File: src/rtl/addr_calc_pkg.sv
// Shared types and default widths for the address-calculation counters.
package addr_calc_pkg;

  typedef enum logic [1:0] {
    ST_IDLE = 2'd0,
    ST_RUN  = 2'd1,
    ST_DONE = 2'd2
  } ch_state_e;

  localparam int FS_W_DEF    = 32;
  localparam int SHIFT_W_DEF = 2;
  localparam int WRAP_W_DEF  = 8;

endpackage

File: src/rtl/addr_filesize_counter_mc_if.sv
// Control/status bundle of the multi-channel filesize counter.
interface addr_filesize_counter_mc_if
  import addr_calc_pkg::*;
#(
  parameter int NUM_CH  = 2,
  parameter int FS_W    = FS_W_DEF,
  parameter int SHIFT_W = SHIFT_W_DEF,
  parameter int CNT_W   = FS_W + (1 << SHIFT_W) - 1,
  parameter int WRAP_W  = WRAP_W_DEF
);
  logic [NUM_CH-1:0]         enable;
  logic [NUM_CH-1:0]         pause;
  logic [NUM_CH-1:0]         wrap_mode;
  logic [NUM_CH*FS_W-1:0]    filesize;
  logic [NUM_CH*SHIFT_W-1:0] scale_shift;
  logic [NUM_CH*CNT_W-1:0]   count;
  logic [NUM_CH-1:0]         done;
  logic [NUM_CH-1:0]         done_pulse;
  logic [NUM_CH*WRAP_W-1:0]  wrap_cnt;
  logic                      all_done;

  modport master (
    output enable, pause, wrap_mode, filesize, scale_shift,
    input  count, done, done_pulse, wrap_cnt, all_done
  );

  modport slave (
    input  enable, pause, wrap_mode, filesize, scale_shift,
    output count, done, done_pulse, wrap_cnt, all_done
  );
endinterface

File: src/rtl/addr_count_ch.sv
// One counter channel: IDLE/RUN/DONE FSM, target latch, count and wrap counter.
module addr_count_ch
  import addr_calc_pkg::*;
#(
  parameter int FS_W    = FS_W_DEF,
  parameter int SHIFT_W = SHIFT_W_DEF,
  parameter int CNT_W   = FS_W + (1 << SHIFT_W) - 1,
  parameter int WRAP_W  = WRAP_W_DEF
) (
  input  logic               clk,
  input  logic               rst_n,
  input  logic               enable,
  input  logic               pause,
  input  logic               wrap_mode,
  input  logic [FS_W-1:0]    filesize,
  input  logic [SHIFT_W-1:0] scale_shift,
  output logic [CNT_W-1:0]   count,
  output logic               done,
  output logic               done_pulse,
  output logic [WRAP_W-1:0]  wrap_cnt
);

  ch_state_e        state_q, state_d;
  logic [CNT_W-1:0] target_q, count_q, new_target, count_nxt;
  logic             wrap_q, restart;

  // CNT_W leaves room for the largest shift, so the scaled target never truncates
  assign new_target = CNT_W'(filesize) << scale_shift;
  // in wrap mode count sits at target for one cycle, then restarts at 1
  assign restart    = wrap_q && (count_q == target_q);
  assign count_nxt  = restart ? CNT_W'(1) : count_q + 1'b1;

  // state register
  always_ff @(posedge clk or negedge rst_n) begin
    if (!rst_n) state_q <= ST_IDLE;
    else        state_q <= state_d;
  end

  // next state; enable low wins over everything else
  always_comb begin
    state_d = state_q;
    case (state_q)
      ST_IDLE: if (enable) state_d = (new_target == '0) ? ST_DONE : ST_RUN;
      ST_RUN: begin
        if (!enable) state_d = ST_IDLE;
        else if (!pause && !wrap_q && count_nxt == target_q) state_d = ST_DONE;
      end
      ST_DONE: if (!enable) state_d = ST_IDLE;
      default: state_d = ST_IDLE;
    endcase
  end

  // datapath: target latch, count, completion pulse, saturating pass counter
  always_ff @(posedge clk or negedge rst_n) begin
    if (!rst_n) begin
      target_q   <= '0;
      wrap_q     <= 1'b0;
      count_q    <= '0;
      done_pulse <= 1'b0;
      wrap_cnt   <= '0;
    end else begin
      done_pulse <= 1'b0;
      if (!enable) begin
        count_q  <= '0;
        wrap_cnt <= '0;
      end else if (state_q == ST_IDLE) begin
        target_q   <= new_target;
        wrap_q     <= wrap_mode;
        count_q    <= '0;
        done_pulse <= (new_target == '0);
      end else if (state_q == ST_RUN && !pause) begin
        count_q    <= count_nxt;
        done_pulse <= (count_nxt == target_q);
        if (restart && wrap_cnt != '1) wrap_cnt <= wrap_cnt + 1'b1;
      end
    end
  end

  // outputs decoded from registered state
  always_comb begin
    count = count_q;
    done  = (state_q == ST_DONE);
  end

endmodule

File: src/rtl/addr_filesize_counter_mc.sv
// Multi-channel filesize counter: NUM_CH independent channels plus all_done.
module addr_filesize_counter_mc
  import addr_calc_pkg::*;
#(
  parameter int NUM_CH  = 2,
  parameter int FS_W    = FS_W_DEF,
  parameter int SHIFT_W = SHIFT_W_DEF,
  parameter int CNT_W   = FS_W + (1 << SHIFT_W) - 1,
  parameter int WRAP_W  = WRAP_W_DEF
) (
  input  logic                       clk,
  input  logic                       rst_n,
  addr_filesize_counter_mc_if.slave  bus
);

  logic [NUM_CH-1:0][CNT_W-1:0]  count_w;
  logic [NUM_CH-1:0][WRAP_W-1:0] wrap_w;
  logic [NUM_CH-1:0]             done_w, pulse_w;

  for (genvar c = 0; c < NUM_CH; c++) begin : g_ch
    addr_count_ch #(
      .FS_W(FS_W), .SHIFT_W(SHIFT_W), .CNT_W(CNT_W), .WRAP_W(WRAP_W)
    ) u_ch (
      .clk         (clk),
      .rst_n       (rst_n),
      .enable      (bus.enable[c]),
      .pause       (bus.pause[c]),
      .wrap_mode   (bus.wrap_mode[c]),
      .filesize    (bus.filesize[c*FS_W +: FS_W]),
      .scale_shift (bus.scale_shift[c*SHIFT_W +: SHIFT_W]),
      .count       (count_w[c]),
      .done        (done_w[c]),
      .done_pulse  (pulse_w[c]),
      .wrap_cnt    (wrap_w[c])
    );
  end

  assign bus.count      = count_w;
  assign bus.wrap_cnt   = wrap_w;
  assign bus.done       = done_w;
  assign bus.done_pulse = pulse_w;

  // every enabled channel done, and at least one enabled
  always_comb begin
    bus.all_done = (|bus.enable) && (&(done_w | ~bus.enable));
  end

endmodule

File: src/flat_wrapper.sv
// flat-port wrapper written by rule: the top's interface ports become plain ports
module addr_filesize_counter_mc_flat import addr_calc_pkg::*;
#(
  parameter int NUM_CH  = 2,
  parameter int FS_W    = FS_W_DEF,
  parameter int SHIFT_W = SHIFT_W_DEF,
  parameter int CNT_W   = FS_W + (1 << SHIFT_W) - 1,
  parameter int WRAP_W  = WRAP_W_DEF
)
  (clk, rst_n, bus_enable, bus_pause, bus_wrap_mode, bus_filesize, bus_scale_shift, bus_count, bus_done, bus_done_pulse, bus_wrap_cnt, bus_all_done);
  addr_filesize_counter_mc_if #(.NUM_CH(NUM_CH), .FS_W(FS_W), .SHIFT_W(SHIFT_W), .CNT_W(CNT_W), .WRAP_W(WRAP_W)) bus_i ();
  input  logic clk;
  input  logic rst_n;
  input wire logic [$bits(bus_i.enable)-1:0] bus_enable;
  input wire logic [$bits(bus_i.pause)-1:0] bus_pause;
  input wire logic [$bits(bus_i.wrap_mode)-1:0] bus_wrap_mode;
  input wire logic [$bits(bus_i.filesize)-1:0] bus_filesize;
  input wire logic [$bits(bus_i.scale_shift)-1:0] bus_scale_shift;
  output wire logic [$bits(bus_i.count)-1:0] bus_count;
  output wire logic [$bits(bus_i.done)-1:0] bus_done;
  output wire logic [$bits(bus_i.done_pulse)-1:0] bus_done_pulse;
  output wire logic [$bits(bus_i.wrap_cnt)-1:0] bus_wrap_cnt;
  output wire logic [$bits(bus_i.all_done)-1:0] bus_all_done;
  assign bus_i.enable = bus_enable;
  assign bus_i.pause = bus_pause;
  assign bus_i.wrap_mode = bus_wrap_mode;
  assign bus_i.filesize = bus_filesize;
  assign bus_i.scale_shift = bus_scale_shift;
  assign bus_count = bus_i.count;
  assign bus_done = bus_i.done;
  assign bus_done_pulse = bus_i.done_pulse;
  assign bus_wrap_cnt = bus_i.wrap_cnt;
  assign bus_all_done = bus_i.all_done;
  addr_filesize_counter_mc #(.NUM_CH(NUM_CH), .FS_W(FS_W), .SHIFT_W(SHIFT_W), .CNT_W(CNT_W), .WRAP_W(WRAP_W)) u_core (.clk(clk), .rst_n(rst_n), .bus(bus_i));
endmodule
File: config.mk
export PLATFORM = sky130hd
export DESIGN_NAME = addr_filesize_counter_mc_flat
export DESIGN_NICKNAME = d
export VERILOG_FILES = /design/src/rtl/addr_calc_pkg.sv /design/src/rtl/addr_filesize_counter_mc_if.sv /design/src/rtl/addr_count_ch.sv /design/src/rtl/addr_filesize_counter_mc.sv /design/src/flat_wrapper.sv
export SDC_FILE = /design/constraint.sdc
export NUM_CORES = 1
export LEC_CHECK = 0
export ABC_AREA = 1
export CAP_MARGIN = 5
export CORE_MARGIN = 2
export CORE_UTILIZATION = 35
export CTS_CLUSTER_SIZE = 10
export DETAILED_ROUTE_END_ITERATION = 7
export PLACE_DENSITY_LB_ADDON = 0.12
export SYNTH_ARGS = -nofsm -noshare
export SYNTH_HDL_FRONTEND = slang
export SYNTH_HIERARCHICAL = 1
export SYNTH_SLANG_ARGS = --single-unit
File: constraint.sdc
create_clock -name clk -period 3 [get_ports clk]
set_clock_uncertainty 0.05 [all_clocks]
set_input_delay 0.75 -clock clk [delete_from_list [all_inputs] [get_ports clk]]
set_output_delay 0.75 -clock clk [all_outputs]
set_load 0.01 [all_outputs]
After elaboration in Yosys (flattened, before gate mapping)
Index checks and enable logic that the tools add are counted.
Widths: inputs -> output; s select.
- register bits: 164
- output and inout port bits: 91
- add/sub/neg operators: 4
- equal/unequal tests: 24
- shifts and indexed selects: 2
- muxes and demuxes: 34
- bitwise logic cells: 2
- reductions and logical operators: 27
- operator list (kind ; count):
    $mux 35 ; 8
    $eq 35x35->1 ; 4
    $add 35x1->35 const B ; 2
    $logic_not 35->1 ; 2
    $shl 32x2->35 ; 2
    $mux 8 ; 8
    $mux 2 ; 10
    $add 8x1->8 const B ; 2
    $ne 8x8->1 const B ; 2
    $ne 2x2->1 const B ; 6
    $pmux 2 s3 ; 2
    $reduce_and 3->1 ; 4
    $logic_and 1x1->1 ; 11
    $ne 2x1->1 const B ; 4
    $mux 1 ; 6
    $ne 3x1->1 const B ; 2
    $ne 3x3->1 const B ; 2
    $reduce_and 2->1 ; 3
    $eq 2x1->1 const B ; 2
    $eq 2x2->1 const B ; 2
    $logic_not 1->1 ; 4
    $logic_not 2->1 ; 2
    $not 2->2 ; 1
    $or 2x2->2 ; 1
    $reduce_or 2->1 ; 1

Logic depth before layout (Yosys ltp)
- word-level depth: 8
- depth in mapped cells: 22

By module
The synthesis kept the hierarchy.
- by module, submodules not included (module ; times used ; cells an instance ; area an instance (um^2) ; sequential area each (um^2)):
    addr_count_ch ; 2 ; 999 ; 6246.0 ; 2052.0
    addr_filesize_counter_mc ; 1 ; 7 ; 28.8 ; 0.0

Least setup slack after synthesis
No wires, ideal clock.
- path type: input to register
- from: input bus_scale_shift[0]
- to: register u_core.g_ch[0].u_ch.state_q[1]
- setup time: 0.066 ns
- arrival time: 2.278 ns
- data required time: 2.884 ns
- path slack: 0.606 ns
- stages: 12
- cell sequence: buf_2 > buf_2 > nand2_1 > nand2_1 > o21ai_0 > nand2_1 > or3b_2 > nor2_1 > nand4_1 > a21oi_1 > nand2_1 > nand2_1
- longest elaborated chain between the ends: 5
- RTL lines (item ; line ; RTL):
    from (decl) ; flat_wrapper.sv:18 ; input wire logic [$bits(bus_i.scale_shift)-1:0] bus_scale_shift;
    $shl 32x2->35 ; addr_count_ch.sv:28 ; assign new_target = CNT_W'(filesize) << scale_shift;
    $logic_not 35->1 ; addr_count_ch.sv:43 ; ST_IDLE: if (enable) state_d = (new_target == '0) ? ST_DONE : ST_RUN;
    $mux 2 (2 in series) ; addr_count_ch.sv:43 ;
    $pmux 2 s3 ; addr_count_ch.sv:42 ; case (state_q)
    to (signal assigned) ; addr_count_ch.sv:36 ; else state_q <= state_d;
    to (decl) ; addr_count_ch.sv:23 ; ch_state_e state_q, state_d;
No other way between the ends. The select of a mux whose other input is x is not followed.
A chain may end at the register's enable or synchronous reset.

Worst setup path after layout
- from: input bus_enable[1]
- to: output bus_all_done
- longest elaborated chain between the ends: 4
- elaborated cells on any way between the ends: 5
- RTL lines (item ; line ; RTL):
    from (decl) ; flat_wrapper.sv:14 ; input wire logic [$bits(bus_i.enable)-1:0] bus_enable;
    $not 2->2 ; addr_filesize_counter_mc.sv:45 ; bus.all_done = (|bus.enable) && (&(done_w | ~bus.enable));
    $or 2x2->2 ; addr_filesize_counter_mc.sv:45 ;
    $reduce_and 2->1 ; addr_filesize_counter_mc.sv:45 ;
    $logic_and 1x1->1 * ; addr_filesize_counter_mc.sv:45 ;
    to (decl) ; flat_wrapper.sv:23 ; output wire logic [$bits(bus_i.all_done)-1:0] bus_all_done;
Every way passes the cells marked *; elsewhere a longest branch is shown, timed or not.

==> results.cfg <==
[outcome]
outcome = finished, final reports clean

[power_and_ir_drop]
p_sw_frac = 0.438
leakage_nw = 7.47
p_int_mw = 5.23
combPwrFrac = 0.395
irDropWorstVdd_mv = 0.391
power_density_nw_per_um2 = 575
p_clk_frac = 0.231
p_seq_frac = 0.374
p_switching_mw = 4.08

[placed_design]
io_buffers = 166
routabilityCongestion = 0.906
hpwl_mm = 38.0
dpl_cell_area_um2 = 15500

[route]
wl_met1_mm = 24.6
wl_per_cell_um = 17.5
dr_wl_met3_mm = 3.72
first_pass_iters = 8
viasPerCell = 5.08
drc = 0
routed_wl_mm = 47.9
detail-route-antenna-nets = 0
top_layer = met4
wl_met2_mm = 18.9
drtIter0Drc = 1167
vias = 13900

[synth]
synth.area.top_cells = dfrtp_1 (33%), nand2_1 (24%), inv_1 (6.5%)
ys_seq_elements = 164
yosys_warnings = 6
syn_nets = 2085
synth_edf_count = 0
syn_area_um2 = 12500
ys_types = 37
async_flop_share = 1.00
avgSynthCellArea_um2 = 6.24
yosysTopAreaCell = dfrtp_1
synthCells = 2005
synth_ff_type = dfrtp_1
seq_area_frac_synth = 0.328
yosysTopAreaCellShare = 0.328

[sta]
tightest_slew_ps = 581
rsz0062_at_grt = false
setup_viol = 0
slew_headroom = 0.613
timing.hold.ws_ps = 220
fin_crit_sh = 0.971
final_max_slew_viol_count = 0
fmax_mhz = 343
report.final.hold_viol_count = 0
final.min_clock_period_ps = 2910
tns_ps = 0

[layout]
syn_to_final_growth_pct = 29.3
drive_gt1_frac = 0.110
fin_area_um2 = 16200
fin_util = 0.457
multiInputGateArea_um2 = 7190
n_antenna_cell = 0
seqCellArea_um2 = 4130
finalNetCount = 2340
nFillCells = 3753

[critical_path]
worstPathArrival_ps = 2110
cp.required_ps = 2200
crit_top_cell = clkdlybuf4s50_1
r2r-end = u_core/g_ch[1].u_ch/state_q[1]$_DFFE_PN0P_
cp_num_buf_inv = 2
critPathSlowestCell = clkdlybuf4s50_1
setup.worst_path.class = input port to output port
cp-end-kind = output port
r2r_start = u_core/g_ch[1].u_ch/count[2]$_DFFE_PN0P_
cpPeakStageDelay_ps = 580
crit_fanout = 3
reg2reg_slack_ps = 120
crit_family = buffers and inverters
cp-start-kind = input port
path_cells = clkdlybuf4s50_1, nor2_1, nor2_2, clkdlybuf4s50_1
reg2reg_depth = 20

[clock_network]
cts_root_buf = clkbuf_16
h-tree-depth = 4
cts_hold_buffers = 0
cts_tree = yes
cts_inserted_buffers = 17
clk_pin_slew_ps = 70
cts.path.max_buffers = 2
clk_latency_ps = 440
clock-sinks = 164

[grt]
grt_max_degree = 63
track_usage = 0.258
antenna_found_initial = 0
grt_pass1_vias = 13000
grt_pass1_wl_mm = 73.3
grt-ovfl-total = 0

[floorplanning]
core-area_um2 = 35400
fp.dieW_um = 193
start_util = 0.354
rows = 69
die_h_um = 193
dieArea_um2 = 37300
io_pins = 167

[worst_hold_path]
hp-class = input port to async pin

[flow_run]
max_cap_violations = 0
worst register-to-register path, delay by kind of cell (launching register included):
kind	cells	cell delay, ps
and+or+nand+nor	18	2090
DFF	1	540
buffers and inverters	2	130
Yosys cell counts, types with 10 or more instances:
cell and number:
a21oi_1 16, buf_2 10, buf_6 12, clkbuf_1 40, dfrtp_1 164, inv_1 218
inv_2 12, nand2_1 789, nand3_1 140, nand3b_1 10, nand4_1 32, nor2_1 171
nor2_2 11, nor3_1 28, o21ai_0 148, o22ai_1 64, xnor2_1 18, xor2_1 58
flip-flops by register name, indices dropped and copies added (netlist names):
| signal | cells |
|---|---|
| u_core/g_ch.u_ch/done_pulse | 2 |
| u_core/g_ch.u_ch/wrap_q | 2 |
| u_core/g_ch.u_ch/target_q | 70 |
| u_core/g_ch.u_ch/wrap_cnt | 16 |
| u_core/g_ch.u_ch/count | 70 |
| u_core/g_ch.u_ch/state_q | 4 |
per-stage QoR:
stage               total power, mW  setup WS, ps  instances
floorplan                      5.35           606       2005
global placement               7.04          -261       2701
detailed placement             7.07          -205       2701
CTS                            9.26          27.1       2733
global route                   9.93         0.385       2734
finish                         9.31          86.9       2734
per-layer routing:
layer / up-vias / GRT usage
met1: 6446 / 0.412
li1: 6899 / -
met4: 0 / 0.0571
met2: 492 / 0.353
met5: - / 0
met3: 48 / 0.0438
logic make-up (layout without fill, tap and decap cells):
family,after synthesis,after routing,share of synthesized area
and+or+nand+nor,1207,1207,0.400
buffers and inverters,302,570,0.102
AOI/OAI and AO/OA,244,244,0.107
DFF,164,164,0.328
xor gates and xnor gates,76,76,0.0532
muxes,8,8,0.00640
adders and majority gates,4,4,0.00400
power by group through the flow:
stage	clock [mW]	sequential (mW)	combinational, mW
detailed placement	0	3.47	3.60
CTS	2.21	3.43	3.62
global route	2.28	3.53	4.11
finish	2.15	3.49	3.68
floorplan	0	3.13	2.22
global placement	0	3.46	3.59
what timing repair did:
item | 4_1_cts | 5_1_grt
setup endpoints to repair | 0 | 9
gates resized for setup | 0 | 37
setup buffers | 0 | 1
final cells by class:
cell class,instances,area share
inverters,230,0.0533
well taps,461,0.0356
multi-input cells,1539,0.444
flip-flops and latches,164,0.255
repair buffers,308,0.178
clock buffers,18,0.0271
clock inverters,14,0.00719
worst max path at each step:
stage                                                 start                                          to  slack [ps]  cells past startpoint
6_report                                      bus_enable[1]                                bus_all_done          90                      4
2_1_floorplan                            bus_scale_shift[0]  u_core/g_ch[0].u_ch/state_q[1]$_DFFE_PN0P_         610                     12
3_3_place_gp                             bus_scale_shift[0]  u_core/g_ch[0].u_ch/state_q[1]$_DFFE_PN0P_        -260                     12
3_5_place_dp                             bus_scale_shift[0]  u_core/g_ch[0].u_ch/state_q[1]$_DFFE_PN0P_        -210                     12
4_1_cts        u_core/g_ch[0].u_ch/target_q[23]$_DFFE_PN0P_  u_core/g_ch[0].u_ch/state_q[1]$_DFFE_PN0P_          30                     16
5_1_grt            u_core/g_ch[1].u_ch/count[2]$_DFFE_PN0P_  u_core/g_ch[1].u_ch/state_q[1]$_DFFE_PN0P_         0.4                     18
cells in the final DEF (no fill, tap or decap), types with 3 or more instances in the layout:
cell type / netlist / routed
a21oi_1: 16 / 16
buf_12: 0 / 11
buf_4: 6 / 129
buf_6: 12 / 3
clkbuf_16: 0 / 17
clkdlybuf4s50_1: 0 / 165
clkinvlp_4: 0 / 3
dfrtp_1: 164 / 144
dfrtp_2: 0 / 20
ha_1: 4 / 4
inv_1: 218 / 217
inv_2: 12 / 13
inv_6: 0 / 6
mux2i_1: 8 / 8
nand2_1: 789 / 789
nand2_2: 4 / 4
nand3_1: 140 / 140
nand3_2: 6 / 5
nand3b_1: 10 / 10
nand4_1: 32 / 32
nor2_1: 171 / 163
nor2_2: 11 / 18
nor2_4: 2 / 3
nor3_1: 28 / 25
nor3_2: 4 / 6
nor4_1: 4 / 4
o21a_1: 6 / 6
o21ai_0: 148 / 148
o22ai_1: 64 / 64
xnor2_1: 18 / 18
xor2_1: 58 / 58
Note: power is estimated with default switching activity, not from simulation.
